**config.mk**
```make
export PLATFORM = sky130hd
export DESIGN_NAME = div_ctrl
export DESIGN_NICKNAME = d
export VERILOG_FILES = /design/src/rtl/div_ctrl.sv
export SDC_FILE = /design/constraint.sdc
export NUM_CORES = 1
export LEC_CHECK = 0
export CAP_MARGIN = 15
export CORE_ASPECT_RATIO = 0.75
export CORE_MARGIN = 3
export CORE_UTILIZATION = 52
export CTS_CLUSTER_DIAMETER = 80
export DETAILED_ROUTE_END_ITERATION = 6
export PLACE_DENSITY = 0.82
export SLEW_MARGIN = 20
export SYNTH_ARGS = -nofsm -noshare
export SYNTH_HDL_FRONTEND = slang
export SYNTH_SLANG_ARGS = --single-unit
```
**constraint.sdc**
```tcl
create_clock -name clk -period 5.5 [get_ports clk]
set_input_delay 0.55 -clock clk [delete_from_list [all_inputs] [get_ports clk]]
set_output_delay 0.55 -clock clk [all_outputs]
set_load 0.01 [all_outputs]
```
**src/rtl/div_ctrl.sv**
```systemverilog
// Multi-cycle 32-bit restoring divider controller for DIV/DIVU, returning {remainder, quotient}.
// Optional macro DIV_BYZERO_FAST_EN: a zero divisor short-cuts through BYZERO with a zero result.
`timescale 1ns/1ps
module div_ctrl (
    input  logic        clk,
    input  logic        rst,
    input  logic        signed_div_i,
    input  logic [31:0] opdata1_i,
    input  logic [31:0] opdata2_i,
    input  logic        start_i,
    input  logic        annul_i,
    output logic [63:0] result_o,
    output logic        ready_o
);

`ifdef DIV_BYZERO_FAST_EN
    localparam bit FAST_ZERO = 1'b1;
`else
    localparam bit FAST_ZERO = 1'b0;
`endif

    typedef enum logic [1:0] {FREE, BYZERO, ON, END} state_t;

    state_t             state, state_nxt;
    logic [5:0]         cnt;
    logic [64:0]        dividend_r;
    logic [31:0]        divisor_r;
    logic               signed_r;
    logic               neg_dvd_r;
    logic               neg_dvs_r;
    logic [63:0]        res_r;
    logic signed [32:0] diff;
    logic               ready_d;
    logic [63:0]        result_d;

    function automatic logic [31:0] magnitude(input logic [31:0] v, input logic is_signed);
        return (is_signed && v[31]) ? (~v + 32'd1) : v;
    endfunction

    // Quotient takes the sign of dvd^dvs, remainder follows the dividend; 0x80000000 wraps.
    function automatic logic [63:0] sign_fix(input logic [31:0] rem, input logic [31:0] quo,
                                             input logic is_signed, input logic neg_dvd,
                                             input logic neg_dvs);
        logic [31:0] q;
        logic [31:0] r;
        q = (is_signed && (neg_dvd ^ neg_dvs)) ? (~quo + 32'd1) : quo;
        r = (is_signed && neg_dvd) ? (~rem + 32'd1) : rem;
        return {r, q};
    endfunction

    assign diff = $signed({1'b0, dividend_r[63:32]}) - $signed({1'b0, divisor_r});

    always_ff @(posedge clk) begin
        if (rst) begin
            state    <= FREE;
            cnt      <= 6'd0;
            ready_o  <= 1'b0;
            result_o <= 64'd0;
        end else begin
            state    <= state_nxt;
            cnt      <= (state == ON && state_nxt == ON) ? cnt + 6'd1 : 6'd0;
            ready_o  <= ready_d;
            result_o <= result_d;
        end
    end

    always_comb begin
        state_nxt = state;
        unique case (state)
            FREE: begin
                if (start_i && !annul_i)
                    state_nxt = (FAST_ZERO && opdata2_i == 32'd0) ? BYZERO : ON;
            end
            BYZERO: state_nxt = annul_i ? FREE : END;
            ON: begin
                if (annul_i || !start_i)
                    state_nxt = FREE;
                else if (cnt == 6'd32)
                    state_nxt = END;
            end
            END: begin
                if (annul_i || !start_i)
                    state_nxt = FREE;
            end
        endcase
    end

    // Outputs only assert while the finished result is being held for EX.
    always_comb begin
        ready_d  = 1'b0;
        result_d = 64'd0;
        if (state == END && state_nxt == END) begin
            ready_d  = 1'b1;
            result_d = res_r;
        end
    end

    always_ff @(posedge clk) begin
        unique case (state)
            FREE: begin
                if (state_nxt != FREE) begin
                    signed_r   <= signed_div_i;
                    neg_dvd_r  <= signed_div_i & opdata1_i[31];
                    neg_dvs_r  <= signed_div_i & opdata2_i[31];
                    dividend_r <= {32'd0, magnitude(opdata1_i, signed_div_i), 1'b0};
                    divisor_r  <= magnitude(opdata2_i, signed_div_i);
                end
            end
            BYZERO: begin
                dividend_r <= 65'd0;
                res_r      <= 64'd0;
            end
            ON: begin
                if (cnt == 6'd32) begin
                    res_r <= sign_fix(dividend_r[64:33], dividend_r[31:0],
                                      signed_r, neg_dvd_r, neg_dvs_r);
                end else if (diff[32]) begin
                    dividend_r <= {dividend_r[63:0], 1'b0};
                end else begin
                    dividend_r <= {diff[31:0], dividend_r[31:0], 1'b1};
                end
            end
            END: begin
            end
        endcase
    end

endmodule
```
---- After elaboration in Yosys (flattened, before gate mapping) ----
Index checks and enable logic that the tools add are counted.
storage, ports and cells
  bits in registers ....................... 237
  latch bits .............................. 0
  memory bits (writable) .................. 0
  ROM bits ................................ 0
  output and inout port bits .............. 65
  logic and storage cells ................. 70
  memories ................................ 0
operators by class
  add/subtract/negate cells ............... 6
  multipliers ............................. 0
  divide/modulo/power cells ............... 0
  $lt $le $gt $ge ......................... 0
  eq/ne operators ......................... 9
  shifts and indexed selects .............. 0
  muxes and demuxes ....................... 17
  bitwise logic cells ..................... 9
  reduce and logical (&&, ||, !) cells .... 19
operators by type and width
  kind                                           number
  two-way mux 65 bit                             3
  case mux 65 bit (3 select lines)               1
  adder 32 x 1 -> 32 bit, second input constant  4
  two-way mux 32 bit                             4
  NOT 32 bit                                     4
  case mux 64 bit (2 select lines)               1
  two-way mux 64 bit                             1
  subtractor 32 x 32 -> 33 bit                   1
  two-way mux 2 bit                              5
  == test 2 bit, second input constant           4
  case mux 2 bit (4 select lines)                1
  logical AND 1 bit                              7
  adder 6 x 1 -> 6 bit, second input constant    1
  == test 6 bit, second input constant           1
  != test 2 bit, second input constant           2
  AND reduction 2 bit                            2
  nonzero test 2 bit                             2
  OR reduction 2 bit                             2
  AND reduction 3 bit                            1
  nonzero test 3 bit                             1
  bitwise AND 1 bit                              2
  == test 2 x 1 -> 1 bit, second input constant  1
  zero test 1 bit                                2
  zero test 2 bit                                1
  other kinds (5)                                6

---- Logic depth before layout (Yosys ltp) ----
Gate-level depths: netlist of run 1.
  depth after elaboration ................. 8
  mapped depth ............................ 13

---- Worst setup path before layout of run 1 ----
No wires, ideal clock.
  path type ............................... reg-to-reg
  from .................................... register state[0]
  to ...................................... register res_r[0], enable pin
  data arrival time ....................... 5518 ps
  required time ........................... 4926 ps
  slack ................................... -592 ps
  stages on the path, launching flop included .. 6
  buffers on the path ..................... 2
  path through ............................ dfxtp_1 > inv_1 > ha_1 > clkbuf_1 > clkbuf_1 > o21ai_0
on the way
  cells in the longest elaborated chain, start to end .. 3
  elaborated cells between the ends (all ways) .. 5
RTL lines
  what                                                                                  line  RTL
  start: declaration                                                                    24    state_t state, state_nxt;
  start signal: assignment                                                              60    state <= state_nxt;
  == test 2 bit / == test 2 x 1 -> 1 bit (equally long branches)                        99    unique case (state)
  != test 2 x 1 -> 1 bit (no source line) / nonzero test 2 bit (equally long branches)  --
  AND reduction 2 bit (no source line) *                                                --
  end signal: assignment                                                                115   res_r <= sign_fix(dividend_r[64:33], dividend_r[31:0],
  end: declaration                                                                      31    logic [63:0] res_r;
Every way passes the cells marked *; elsewhere a longest branch is shown, timed or not.
A chain may end at the register's enable or synchronous reset.

---- Final worst setup path of run 1 ----
  from .................................... register dividend_r[33]
  to ...................................... register dividend_r[58] (data pin)
on the way
  cells in the longest elaborated chain, start to end .. 4
RTL lines
  what                              line  RTL
  start: declaration                26    logic [64:0] dividend_r;
  start signal: assignment          105   dividend_r <= {32'd0, magnitude(opdata1_i, signed_div_i), 1'b0};
  start signal: assignment          118   dividend_r <= {dividend_r[63:0], 1'b0};
  start signal: assignment          120   dividend_r <= {diff[31:0], dividend_r[31:0], 1'b1};
  subtractor 32 x 32 -> 33 bit      51    assign diff = $signed({1'b0, dividend_r[63:32]}) - $signed({1'b0, divisor_r});
  two-way mux 65 bit                117   end else if (diff[32]) begin
  two-way mux 65 bit                114   if (cnt == 6'd32) begin
  case mux 65 bit (3 select lines)  99
No other way between the ends. The select of a mux whose other input is x is not followed.

==> results of run 1 <==
==> power groups by stage <==
stage / Combinational, W / Sequential (W) / Clock [W]
finish: 0.000904 / 0.00215 / 0.00165
global route: 0.00101 / 0.00216 / 0.00175
detailed placement: 0.000888 / 0.00218 / 0
global placement: 0.000874 / 0.00218 / 0
floorplan: 0.000666 / 0.00214 / 0
CTS: 0.000892 / 0.00215 / 0.00168
==> synth_stat cells, types with 3 or more instances <==
| library cell | number | area [sq um] |
|---|---|---|
| a211oi_1 | 5 | 37.54 |
| a211oi_2 | 5 | 62.56 |
| a21boi_0 | 11 | 82.58 |
| a21o_1 | 13 | 97.59 |
| a21oi_1 | 86 | 430.4 |
| a31oi_1 | 9 | 56.30 |
| and2_1 | 118 | 738.2 |
| and3_1 | 17 | 106.4 |
| buf_1 | 3 | 11.26 |
| clkbuf_1 | 40 | 150.1 |
| dfxtp_1 | 73 | 1461 |
| edfxtp_1 | 164 | 4925 |
| ha_1 | 44 | 550.5 |
| inv_1 | 66 | 247.7 |
| mux2i_1 | 13 | 130.1 |
| nand2_1 | 95 | 356.6 |
| nand2b_1 | 16 | 100.1 |
| nand3_1 | 16 | 80.08 |
| nand3b_1 | 5 | 37.54 |
| nand4_1 | 7 | 43.79 |
| nor2_1 | 90 | 337.8 |
| nor2b_1 | 5 | 31.28 |
| nor3_1 | 21 | 105.1 |
| nor3b_1 | 4 | 30.03 |
| nor4_1 | 14 | 87.58 |
| o211ai_1 | 3 | 22.52 |
| o21a_1 | 5 | 37.54 |
| o21ai_0 | 81 | 405.4 |
| o21ai_1 | 12 | 60.06 |
| o21bai_1 | 5 | 37.54 |
| o22ai_1 | 5 | 31.28 |
| o31ai_1 | 11 | 82.58 |
| o41ai_1 | 10 | 87.58 |
| or3_1 | 19 | 118.9 |
| or4_1 | 6 | 45.04 |
| xnor2_1 | 67 | 586.8 |
| xor2_1 | 65 | 569.3 |
==> logic make-up (layout without fill, tap and decap cells) <==
group,count (synthesis),in the layout,share of synthesized area (%)
simple gates,451,451,18.69
xor+xnor,132,132,8.997
buf+inv,115,252,3.544
fa+ha+maj,45,45,4.440
flops,237,237,49.70
compound gates,280,280,13.62
mux,13,13,1.013
==> worst paths after layout <==
kind / endpoint / slack (ns) / cells after the start
max: dividend_r[58]$_DFFE_PP_ / 2.01 / 12
min: result_o[38]$_SDFF_PP0_ / 0.44 / 1
max reg2reg: dividend_r[58]$_DFFE_PP_ / 2.01 / 12
min reg2reg: result_o[38]$_SDFF_PP0_ / 0.44 / 1
==> through the flow <==
stage | util (%) | std cells | hold WS, ns
final | 63.26 | 1741 | 0.4367
after global routing | 63.26 | 1741 | 0.4486
after CTS | 63.26 | 1741 | 0.4387
after detailed placement | 59.88 | 1696 | 0.4252
after global placement | 59.88 | 1696 | 0.4237
after floorplan | - | 1273 | 0.4203
==> flip-flops by register name, summed over array words and instances, names as in the netlist <==
name,count
state,2
neg_dvd_r,1
res_r,64
divisor_r,32
neg_dvs_r,1
ready_o,1
dividend_r,65
signed_r,1
cnt,6
result_o,64
==> placed cells by master (no fill, tap or decap), types with 4 or more instances in the layout <==
master           netlist  routed
edfxtp_1             164     164
clkdlybuf4s50_1        0     133
and2_1               118     118
nand2_1               95      95
nor2_1                90      90
a21oi_1               86      86
o21ai_0               81      80
dfxtp_1               73      73
xnor2_1               67      67
inv_1                 66      66
xor2_1                65      65
ha_1                  44      43
clkbuf_16              0      26
nor3_1                21      21
or3_1                 19      19
and3_1                17      17
nand3_1               16      16
nand2b_1              16      16
nor4_1                14      14
a21o_1                13      13
mux2i_1               13      13
o21ai_1               12      12
o31ai_1               11      11
a21boi_0              11      11
o41ai_1               10      10
a31oi_1                9       9
nand4_1                7       7
clkbuf_1              40       7
buf_4                  2       7
or4_1                  6       6
nor2b_1                5       5
a211oi_1               5       5
o21bai_1               5       5
nand3b_1               5       5
o21a_1                 5       5
a211oi_2               5       5
o22ai_1                5       5
clkbuf_8               0       4
==> per-layer routing <==
layer / GRT usage, % / vias to the layer above
met5: 0 / -
met4: 3.433 / 0
met3: 3.471 / 31
met2: 28.68 / 392
met1: 34.02 / 4413
li1: - / 4739
==> final cells by class <==
| class | count | area share (%) |
|---|---|---|
| timing repair buffer | 140 | 9.056 |
| multi-input combinational | 921 | 39.45 |
| clock inverter | 6 | 0.4913 |
| tap | 331 | 2.710 |
| inverter | 67 | 1.646 |
| sequential | 237 | 41.79 |
| clock buffer | 39 | 4.855 |
==> summary.txt, run 1 <==
synthesized instance count = 1273
DR iter-0 viols = 849
Antenna Nets Post-Route = 0
wire length on met3 = 2.683 mm
clk buf depth = 3
Area Overhead vs Synth = 18.92%
RSZ-0062 raised after global routing = no
final critical-path required period = 3.493 ns
Arrival @ worst endpoint = 3.84 ns
sequential element share of the synthesized area = 49.70%
MaxCap Viol Count = 0
first-pass GRT wire length = 45.15 mm
crit start category = register
Slew headroom = 24.95%
initial antenna violation count = 0
final hold vios = 0
Mapped Area = 12850 sq um
total die area = 26650 sq um
DR pass1 iterations = 5
switching share of power = 28.03%
count of buffer and inverter cells on the critical path = 2
clock skew = 0.01876 ns
Internal = 0.003386 W
total CTS buffers = 25
Setup WS post-layout = 2.007 ns
final setup fails = 0
CTS clk-pin slew, worst paths = 0.06 ns
DP Wirelength = 21.09 mm
Place WS = 1.935 ns
Metal-1 WL = 14.33 mm
post-synth cell types = 72
Combinational Power Share = 19.2%
Vias/cell = 5.500
clock sink count = 237
drt wl/cell = 16.28 microns
Post-synth EDFFs = 164
status = completed
setup TNS = 0 ns
multi-input logic area = 6028 sq um
largest net degree at the start of global routing = 71
WL met2 = 11.00 mm
pwr dens = 307.8 nW/um^2
post-cts resize count = 0
Critical Path RT = 5.85 ns
clock tree root buffer cell = clkbuf_16
Port Buffers = 133
Core Box Area = 24160 sq um
Die Y = 142.1 microns
number of global-route vias before repair = 8595
setup bufs post-CTS = 0
clk_lat worst skew = 0.53 ns
DP Area = 14460 sq um
Syn Area/Cell = 10.09 sq um
hold path start = res_r[38]$_SDFFCE_PN0P_
syn_nets = 1387
DR top layer = met4
Crit. Startpoint = dividend_r[33]$_DFFE_PP_
via count = 9575
Post-Route WL = 28.34 mm
row count = 49
Sequential cell area = 6386 sq um
Nets = 1506
ys flop type = edfxtp_1
cell breakdown of the critical path = inv_1, fa_1, nand2b_1, a21oi_2, o2111ai_2, a31oi_1, or3_1, a311oi_2, nor2_2, buf_4, nand2_1, o22ai_1
Setup CP Type = reg2reg
Critical R2R Launch = dividend_r[33]$_DFFE_PP_
switching pwr = 0.001318 W
Seq cells post-synth = 237
hold buffers post-CTS = 0
Largest delay share family, worst path = compound AO/OA/AOI/OAI gates
Critical Path Fanout Max = 39
actual transition at the worst max-transition pin = 1.123 ns
YS warnings = 0
fin area = 15280 sq um
gr ovfl total = 0
layout cells sized above 1 = 5.177%
Peak Freq = 286.3 MHz
CTS tree = done
H-tree depth = 1
hold crit path type = reg2reg
# fillers = 1991
power share of the clock group = 35.0%
Initial Utilization = 53.20%
max-slew violation count = 0
VDD IR max = 0.2334 mV
Post-synth ARST share = 0%
biggest cell delay along the critical path = 0.45 ns
Routability Congestion = 0.9467
Pwr Total = 0.004704 W
Crit-path slowest cell = fa_1
Ant. Diodes = 0
Setup crit end kind = register
IO Count = 134
GRT Total Usage = 20.66%
Sequential Power Share = 45.8%
DRC viols = 0
LEAKAGE = 5.681 nW
Die Width = 187.5 microns
Tcrit/Tclk final = 63.51%
No activity file was read; power rests on OpenSTA's default activity.
==> run 2: changes to the inputs <==
--- a/config.mk
+++ b/config.mk
@@ -8,10 +8,10 @@
 export CAP_MARGIN = 15
 export CORE_ASPECT_RATIO = 0.75
 export CORE_MARGIN = 3
-export CORE_UTILIZATION = 52
+export CORE_UTILIZATION = 58
 export CTS_CLUSTER_DIAMETER = 80
 export DETAILED_ROUTE_END_ITERATION = 6
-export PLACE_DENSITY = 0.82
+export PLACE_DENSITY = 0.86
 export SLEW_MARGIN = 20
 export SYNTH_ARGS = -nofsm -noshare
 export SYNTH_HDL_FRONTEND = slang
==> constraint.sdc (replaced) <==
create_clock -name clk -period 3.6 [get_ports clk]
set_input_delay 0.36 -clock clk [delete_from_list [all_inputs] [get_ports clk]]
set_output_delay 0.36 -clock clk [all_outputs]
set_load 0.01 [all_outputs]
==> run 2 against run 1 <==
Sequential share of layout area is essentially flat. Routed wire length up 6.2%. Register-to-register slack got worse by 1.7 ns. First-iteration DRC count increased by 36%. Combinational power up 60%. Maximum frequency grew 5.7%. Critical endpoint is now dividend_r[57]$_DFFE_PP_. Largest cell class unchanged. Clock skew is 0.0077 ns lower. Non-clock buffer count is 11 higher. Critical path type unchanged. Clock power rose by 48%. Global-route usage grew 4.0 points.
==> summary.txt, run 2 (synthesis gave the netlist of run 1 again) <==
pwr dens = 469.3 nW/um^2 (+52%)
end of the worst hold path = state[0]$_SDFF_PP0_
clk buf depth = 3 (unchanged)
final core occ = 71.19% (+7.9 points)
DP Wirelength = 22.36 mm (+6.0%)
initial antenna violation count = 0 (unchanged)
Vias/cell = 5.769 (+4.9%)
Hold Path Stages = 2 (+1)
layout cells sized above 1 = 5.634% (+0.46 points)
final critical-path required period = 3.305 ns (-0.1875 ns)
Post-Route WL = 30.08 mm (+6.2%)
largest net degree at the start of global routing = 71 (unchanged)
VDD IR max = 0.3261 mV (+40%)
via count = 9853 (+2.9%)
Routability Congestion = 0.9675 (+2.2%)
Die Y = 134.9 microns (-5.1%)
setup bufs post-CTS = 0 (unchanged)
Arrival @ worst endpoint = 3.67 ns (-0.17 ns)
hold buffers post-CTS = 0 (unchanged)
commonest non-fill, non-tap cell in the layout = edfxtp_1
gr ovfl total = 0 (unchanged)
H-tree depth = 1 (unchanged)
# fillers = 1567 (-21%)
final setup fails = 0 (unchanged)
reg2reg path depth = 13 (+1)
total die area = 24000 sq um (-10%)
Setup crit end kind = register
Die Width = 177.9 microns (-5.1%)
first-pass GRT wire length = 47.37 mm (+4.9%)
Sequential cell area = 6386 sq um (unchanged)
most frequent cells in the layout = 164 x edfxtp_1, 133 x clkdlybuf4s50_1, 118 x and2_1, 95 x nand2_1, 90 x nor2_1
RSZ-0062 raised after global routing = no
placed cell count = 1664 (-1.9%)
Area Overhead vs Synth = 18.94% (about the same)
setup TNS = 0 ns (unchanged)
total CTS buffers = 24 (-4.0%)
MaxCap Viol Count = 0 (unchanged)
Port Buffers = 133 (unchanged)
Critical Path RT = 3.96 ns (-1.89 ns)
CTS clk-pin slew, worst paths = 0.07 ns (about the same)
final hold vios = 0 (unchanged)
status = completed
max FFs per register = 65 (unchanged)
non-filler cells, final = 1708 (-1.9%)
CTS tree = done
r2r endpoint = dividend_r[57]$_DFFE_PP_
drt wl/cell = 17.61 microns (+8.2%)
Ant. Diodes = 0 (unchanged)
Tcrit/Tclk final = 91.81% (+28 points)
GRT Total Usage = 24.70% (+4.0 points)
Core Box Area = 21470 sq um (-11%)
Peak Freq = 302.5 MHz (+5.7%)
Slew headroom = 42.13% (+17 points)
actual transition at the worst max-transition pin = 0.8680 ns (-0.2550 ns)
hold crit path type = in2reg
Critical R2R Launch = dividend_r[32]$_DFFE_PP_
Nets = 1516 (+0.66%)
DRC viols = 0 (unchanged)
clock tree root buffer cell = clkbuf_16
multi-input logic area = 6032 sq um (about the same)
number of global-route vias before repair = 8975 (+4.4%)
hold path start = rst
Antenna Nets Post-Route = 0 (unchanged)
crit start category = register
DR iter-0 viols = 1157 (+36%)
IO Count = 134 (unchanged)
max-slew violation count = 0 (unchanged)
Initial Utilization = 59.86% (+6.7 points)
R2R setup slack = 0.29 ns (-1.71 ns)
clk_lat worst skew = 0.53 ns (about the same)
largest register by flop count = dividend_r
post-cts resize count = 0 (unchanged)
Setup CP Type = reg2reg
row count = 46 (-6.1%)
LEAKAGE = 5.725 nW (+0.77%)
DR pass1 iterations = 5 (unchanged)
clock sink count = 237 (unchanged)
Critical Path Fanout Max = 14 (-64%)
Largest regs = dividend_r x65, res_r x64, result_o x64
clock skew = 0.01108 ns (-0.007682 ns)
==> run 2: cell count changes in the layout (fill, tap and decap cells not counted), moves of 2 or more <==
| cell | before | now |
|---|---|---|
| clkbuf_16 | 26 | 24 |
| clkbuf_1 | 7 | 3 |
| buf_4 | 7 | 17 |
| clkinv_1 | 2 | 8 |
| clkbuf_2 | 2 | 0 |
| clkbuf_8 | 4 | 2 |
==> run 2: layout make-up <==
cell class / instances / share of cell area, %
sequential: 237 / 41.78
multi-input combinational: 921 / 39.47
timing repair buffer: 151 / 9.677
clock buffer: 29 / 4.183
tap: 288 / 2.358
inverter: 67 / 1.646
clock inverter: 15 / 0.8842
==> run 2: worst max-delay path, cell delays in order, from the launching register on <==
cell and delay (ns):
edfxtp_1 0.36, inv_1 0.07, ha_1 0.21, fa_1 0.39
nand2b_1 0.21, a21oi_2 0.23, o2111ai_2 0.19, a31oi_1 0.31
or3_1 0.20, a311oi_2 0.11, nor2_2 0.19, buf_4 0.23
nand2_1 0.18, o22ai_1 0.24
==> run 2: how the worst max path moves through the flow <==
stage,from,end,slack [ns]
after detailed placement,dividend_r[32]$_DFFE_PP_,dividend_r[57]$_DFFE_PP_,0.35
final,dividend_r[32]$_DFFE_PP_,dividend_r[57]$_DFFE_PP_,0.29
after global routing,dividend_r[32]$_DFFE_PP_,dividend_r[58]$_DFFE_PP_,0.03
after CTS,dividend_r[32]$_DFFE_PP_,dividend_r[57]$_DFFE_PP_,0.33
after global placement,dividend_r[32]$_DFFE_PP_,dividend_r[56]$_DFFE_PP_,0.51
after floorplan,state[0]$_SDFF_PP0_,dividend_r[0]$_DFFE_PP_,0.29
==> run 2: stage by stage <==
step | worst slack, ns | hold slack, ns | cell area (sq um) | power (W)
final | 0.2947 | 0.4351 | 15280 | 0.007173
after detailed placement | 0.3518 | 0.4245 | 14510 | 0.004745
after global routing | 0.02812 | 0.4557 | 15280 | 0.007472
after CTS | 0.3263 | 0.4253 | 15280 | 0.007169
after global placement | 0.5119 | 0.4258 | 14510 | 0.004694
after floorplan | 0.2901 | 0.4203 | 12860 | 0.004281
==> run 2: layer usage <==
metal	vias up	global-route usage [%]	share of wire, %
met1	4513	39.51	46
met5	-	0	0
met2	522	34.04	41
met4	0	3.880	1.2
li1	4773	-	-
met3	45	6.492	12
==> run 2: report_power, final <==
part / switching [W] / leakage (nW) / internal, W
registers: 0.000184 / 2.15 / 0.00310
clock network: 0.00103 / 0.376 / 0.00141
logic: 0.000848 / 3.19 / 0.000599
total: 0.00206 / 5.72 / 0.00511
